<file path="src/rtl/ps2_scancode_decoder.sv">
// Turns the PS/2 receive byte stream into key make/break events and tracks
// the held state of the eight game-control keys.
//
// state    | meaning
// ---------+-----------------------------------------------------------
// IDLE     | no prefix pending; next byte starts a new sequence
// GOT_E0   | extended prefix seen, waiting for code or F0
// GOT_F0   | break prefix seen, waiting for code
// GOT_E0F0 | extended break prefix seen, waiting for code
// SKIP     | swallowing the tail of the Pause sequence
module ps2_scancode_decoder #(
  parameter int unsigned TIMEOUT_CYCLES = 2_500_000
) (
  input  logic       CLOCK_50,
  input  logic       resetn,
  input  logic [7:0] received_data,
  input  logic       received_data_en,
  output logic       key_event,
  output logic [7:0] key_code,
  output logic       key_extended,
  output logic       key_released,
  output logic [7:0] keys_held
);

  localparam int unsigned TMO_W = $clog2(TIMEOUT_CYCLES + 1);
  localparam logic [TMO_W-1:0] TMO_LIMIT = TMO_W'(TIMEOUT_CYCLES);

  localparam logic [7:0] BYTE_E0 = 8'hE0;
  localparam logic [7:0] BYTE_F0 = 8'hF0;
  localparam logic [7:0] BYTE_E1 = 8'hE1;

  typedef enum logic [2:0] {
    IDLE,
    GOT_E0,
    GOT_F0,
    GOT_E0F0,
    SKIP
  } state_t;

  state_t           state;
  state_t           state_nxt;
  logic [2:0]       skip_cnt;
  logic [2:0]       skip_nxt;
  logic [TMO_W-1:0] tmo_cnt;
  logic             tmo_expired;

  logic             ev;
  logic             ev_ext;
  logic             ev_rel;
  logic [7:0]       ev_mask;

  // Keyboard housekeeping replies (ACK, BAT ok, echo, resend, errors).
  function automatic logic is_filtered(input logic [7:0] b);
    return (b == 8'hFA) || (b == 8'hAA) || (b == 8'hEE) ||
           (b == 8'hFE) || (b == 8'h00) || (b == 8'hFF);
  endfunction

  function automatic logic [7:0] key_mask(input logic [7:0] code, input logic ext);
    logic [7:0] m;
    m = 8'h00;
    if (!ext) begin
      case (code)
        8'h1D:   m[0] = 1'b1;
        8'h1C:   m[1] = 1'b1;
        8'h1B:   m[2] = 1'b1;
        8'h23:   m[3] = 1'b1;
        default: m = 8'h00;
      endcase
    end else begin
      case (code)
        8'h75:   m[4] = 1'b1;
        8'h6B:   m[5] = 1'b1;
        8'h72:   m[6] = 1'b1;
        8'h74:   m[7] = 1'b1;
        default: m = 8'h00;
      endcase
    end
    return m;
  endfunction

  assign tmo_expired = (tmo_cnt >= TMO_LIMIT);

  always_comb begin
    state_nxt = state;
    skip_nxt  = skip_cnt;
    ev        = 1'b0;
    ev_ext    = 1'b0;
    ev_rel    = 1'b0;
    if (received_data_en) begin
      if (state == SKIP) begin
        if (skip_cnt <= 3'd1) begin
          state_nxt = IDLE;
          skip_nxt  = 3'd0;
        end else begin
          skip_nxt = skip_cnt - 3'd1;
        end
      end else if (is_filtered(received_data)) begin
        state_nxt = IDLE;
      end else begin
        case (state)
          IDLE: begin
            if (received_data == BYTE_E0) begin
              state_nxt = GOT_E0;
            end else if (received_data == BYTE_F0) begin
              state_nxt = GOT_F0;
            end else if (received_data == BYTE_E1) begin
              // Pause has no break code; report it once, drop the other 7 bytes.
              state_nxt = SKIP;
              skip_nxt  = 3'd7;
              ev        = 1'b1;
            end else begin
              ev = 1'b1;
            end
          end
          GOT_E0: begin
            if (received_data == BYTE_F0) begin
              state_nxt = GOT_E0F0;
            end else if (received_data != BYTE_E0) begin
              state_nxt = IDLE;
              ev        = 1'b1;
              ev_ext    = 1'b1;
            end
          end
          GOT_F0: begin
            if (received_data == BYTE_E0) begin
              state_nxt = GOT_E0;
            end else if (received_data != BYTE_F0) begin
              state_nxt = IDLE;
              ev        = 1'b1;
              ev_rel    = 1'b1;
            end
          end
          GOT_E0F0: begin
            if (received_data == BYTE_E0) begin
              state_nxt = GOT_E0;
            end else if (received_data == BYTE_F0) begin
              state_nxt = GOT_F0;
            end else begin
              state_nxt = IDLE;
              ev        = 1'b1;
              ev_ext    = 1'b1;
              ev_rel    = 1'b1;
            end
          end
          default: state_nxt = IDLE;
        endcase
      end
    end else if (state != IDLE && tmo_expired) begin
      state_nxt = IDLE;
      skip_nxt  = 3'd0;
    end
  end

  assign ev_mask = key_mask(received_data, ev_ext);

  always_ff @(posedge CLOCK_50 or negedge resetn) begin
    if (!resetn) begin
      state        <= IDLE;
      skip_cnt     <= 3'd0;
      tmo_cnt      <= '0;
      key_event    <= 1'b0;
      key_code     <= 8'h00;
      key_extended <= 1'b0;
      key_released <= 1'b0;
      keys_held    <= 8'h00;
    end else begin
      state     <= state_nxt;
      skip_cnt  <= skip_nxt;
      key_event <= ev;

      // A strobe restarts the window; expiry and IDLE both park the counter at 0.
      if (received_data_en || state == IDLE || tmo_expired) begin
        tmo_cnt <= '0;
      end else begin
        tmo_cnt <= tmo_cnt + 1'b1;
      end

      if (ev) begin
        key_code     <= received_data;
        key_extended <= ev_ext;
        key_released <= ev_rel;
        if (ev_rel) begin
          keys_held <= keys_held & ~ev_mask;
        end else begin
          keys_held <= keys_held | ev_mask;
        end
      end
    end
  end

endmodule

</file>
<file path="config.mk">
export PLATFORM = sky130hd
export DESIGN_NAME = ps2_scancode_decoder
export DESIGN_NICKNAME = d
export VERILOG_FILES = /design/src/rtl/ps2_scancode_decoder.sv
export SDC_FILE = /design/constraint.sdc
export NUM_CORES = 1
export LEC_CHECK = 0
export CORE_AREA = 4 4 70 72
export DETAILED_ROUTE_END_ITERATION = 10
export DIE_AREA = 0 0 74 76
export HOLD_SLACK_MARGIN = 0.03
export PLACE_DENSITY = 0.84
export SETUP_SLACK_MARGIN = 0.5
export SYNTH_ARGS = -nofsm -noshare
export SYNTH_HDL_FRONTEND = slang
export SYNTH_SLANG_ARGS = --single-unit
export TNS_END_PERCENT = 10
</file>
<file path="constraint.sdc">
create_clock -name CLOCK_50 -period 5.7 [get_ports CLOCK_50]
set_input_delay 0.57 -clock CLOCK_50 [delete_from_list [all_inputs] [get_ports CLOCK_50]]
set_output_delay 0.57 -clock CLOCK_50 [all_outputs]
set_load 0.1 [all_outputs]
</file>
==> metrics.md <==
| Metric | Value |
|---|---|
| Via count | slightly below 2000 |
| R2r worst-path depth | 5 |
| Crit share post-route | 0.4941 |
| First-pass GRT wire length | 8.631 mm |
| CP Capture Type | flop |
| Global routing's busiest layer | met2 |
| Grt total ovfl | 0 |
| WP buf/inv | 1 |
| I/O pin cnt | 30 |
| Post-Syn Nets | about 270 |
| Leak Pwr | 1.201 nW |
| Drt total wl | 4.867 mm |
| Synth cell types | 44 |
| Met1 usage | 0.2591 |
| Die height | 76 um |
| Die footprint | 5624 um2 |
| Dpl hpwl | 3.388 mm |
| Worst endpoint data arrival time | 3.01 ns |
| CTS tree | yes |
| CTS Hold Bufs | 0 |
| RSZ-0062 raised after global routing | no |
| Fin Setup TNS | 0 ns |
| Largest stage delay on the critical path | slightly below 0.7 ns |
| Fraction of the yosys area taken by sequential cells | 0.4808 |
| Hold Vio Cnt, Final | 0 |
| Detail Route Antenna Nets | 0 |
| Top post-synthesis cells by area | dfrtp_1, xor2_1, nor2_1 |
| Post-synth top area cell | dfrtp_1 |
| Placer Congestion | about 0.8 |
| Reg2reg end | tmo_cnt[20] |
| Async set-reset flop share out of synthesis | 1.000 |
| Status | completed |
| DR pass1 iterations | 4 |
| Worst Path Required | 5.89 ns |
| Worst-case clock buffer depth | 2 |
| Reg clk slew, reported paths | 0.09 ns |
| Critical path class | in2reg |
| Largest net degree at the start of global routing | between 40 and 50 |
| Peak supply drop | 0.4711 mV |
| Largest fanout on the critical path | 9 |
| Max cap viols | 0 |
| Max-slew violation count | 0 |
| Core area | around 4300 um2 |
| Final Hold Slack | 0.4381 ns |
| FF+latch count, synth | 47 |
| Clock root buffer | clkbuf_8 |
| Fin area | 2846 um2 |
| Setup crit start kind | primary input |
| Fmax | 0.3550 GHz |
| Cells after synthesis | 256 |
| Fin nets | 296 |
| Power Dens Cells | 396.0 nW/um2 |
| Total power | 1.127 mW |
| Mean routed wirelength per cell | 14.62 um |
| Slew HR | 0.3263 |
| # H-tree levels | 2 |
| Grt met2 use | 0.3050 |
| Cell Area, Placed | 2744 um2 |
| HP Class | in2async |
| Clock Latency Late Sink | roughly 0.3 ns |
| Warnings, synthesis | 0 |
| Reg2reg start | tmo_cnt[6] |
| Syn Area/Cell | 9.555 um2 |
| Initial antenna violation count | 0 |
| CP delay by family, top | simple AND/OR/NAND/NOR gates |
| Slowest-stage cell, CP | or4_1 |
| Drt initial violations | 62 |
| Slew of the pin with the lowest slew margin | 1.011 ns |
| Critical-path cell list | clkdlybuf4s50_1 > or4_1 > or3_1 > a31o_1 > and3_4 > or2_1 > a32o_2 |
| GRT Resource Usage Total | 0.1908 |
| Clock skew | 0.01043 ns |
| Final Worst Setup Slack | 2.883 ns |
| Post-CTS Resized | 0 |
| Mapped Area | 2446 um2 |
| FP Rows | 24 |
| Clk sink count | 47 |
| Initial core utilization | 0.5696 |
| Post-synth top area share | 0.4808 |
| Vias per cell | 5.838 |
| Ratio of cells with drive above 1 in the final layout | 0.07473 |
| Width of the die | between 70 and 80 um |
| Tmin final | 2.817 ns |
| Setup repair bufs after CTS | 0 |
| Main synth FF type | dfrtp_1 |
| Fillers | 360 |
| Vias in the first global route | between 1500 and 2000 |
| Post-synth EDFFs | 0 |
| FF-to-FF setup slack | 3.53 ns |
| Area Overhead vs Synth | 16.37% |
| Routing usage on met3 | 0.04485 |
| Num CTS Buffers | 5 |
| Antenna cell count | 0 |
| Final setup fails | 0 |
| DR DRC count | 0 |
| Number of port buffers | 29 |
| Setup WS pre-CTS | 2.578 ns |
-- where the power goes --
group          switching [mW]  internal [mW]  leakage [nW]
clock                   0.107          0.129        0.0513
sequential             0.0345          0.382         0.606
combinational           0.343          0.132         0.543
total                   0.485          0.642          1.20
-- metrics by stage --
step | std cells | util
after global routing | 333 | 0.6629
after floorplan | 256 | -
after global placement | 326 | 0.6390
after detailed placement | 326 | 0.6390
after CTS | 333 | 0.6629
final | 333 | 0.6629
-- cell families after synthesis --
kind of cell             Yosys count  share of synthesized area
buffers and inverters             23                    0.03990
AND/OR/NAND/NOR                  111                     0.2317
XOR/XNOR                          18                    0.06445
AO/OA/AOI/OAI                     42                     0.1141
multiplexers                      11                    0.04860
adder cells (fa/ha/maj)            4                    0.02046
flip-flops                        47                     0.4808
-- synthesized netlist by cell type (7+ instances only) --
library cell / count
or3_1: 7
xor2_1: 15
dfrtp_1: 47
nor2_1: 28
a21oi_1: 9
o21ai_0: 14
nor3_1: 8
clkbuf_1: 7
mux2_2: 7
nand2_1: 23
nand3_1: 9
inv_1: 11
-- final cells by class --
cell class | count | area, um2 | share of cell area
clock inverters | 1 | 30.03 | 0.01055
well taps | 52 | 65.06 | 0.02286
inverters | 12 | 45.04 | 0.01582
flip-flops and latches | 47 | 1176 | 0.4132
repair buffers | 29 | 285.3 | 0.1002
multi-input cells | 186 | 1172 | 0.4119
clock buffers | 6 | 72.57 | 0.02549
-- cell usage in the layout (no fill, tap or decap), types with 3 or more instances in the layout --
| cell | n |
|---|---|
| inv_1 | 11 |
| and4_1 | 4 |
| nand4_1 | 6 |
| o21ai_0 | 14 |
| or3_1 | 7 |
| nor2_1 | 28 |
| and3_1 | 6 |
| a21oi_1 | 9 |
| mux2_2 | 7 |
| xor2_1 | 15 |
| nand3_1 | 9 |
| nor2b_1 | 6 |
| nor3_1 | 8 |
| nand2_1 | 23 |
| mux2i_1 | 4 |
| o22a_1 | 3 |
| clkdlybuf4s50_1 | 28 |
| nor4_1 | 5 |
| xnor2_1 | 3 |
| ha_1 | 4 |
| dfrtp_1 | 47 |
| clkbuf_8 | 5 |
-- metal layers --
| layer | wire [um] | vias up |
|---|---|---|
| li1 | - | 948 |
| met1 | 2168 | 929 |
| met2 | 2369 | 55 |
| met3 | 230 | 12 |
| met4 | 98 | 0 |
| met5 | 0 | - |
-- worst max path at each step --
stage	start	to	depth (start not counted)
after global routing	received_data[4]	flop	7
final	received_data[0]	state[1]	7
after floorplan	received_data[0]	state[0]	8
after global placement	received_data[0]	state[0]	7
after CTS	received_data[0]	state[1]	7
after detailed placement	received_data[0]	state[0]	7
No activity file was read; power rests on OpenSTA's default activity.
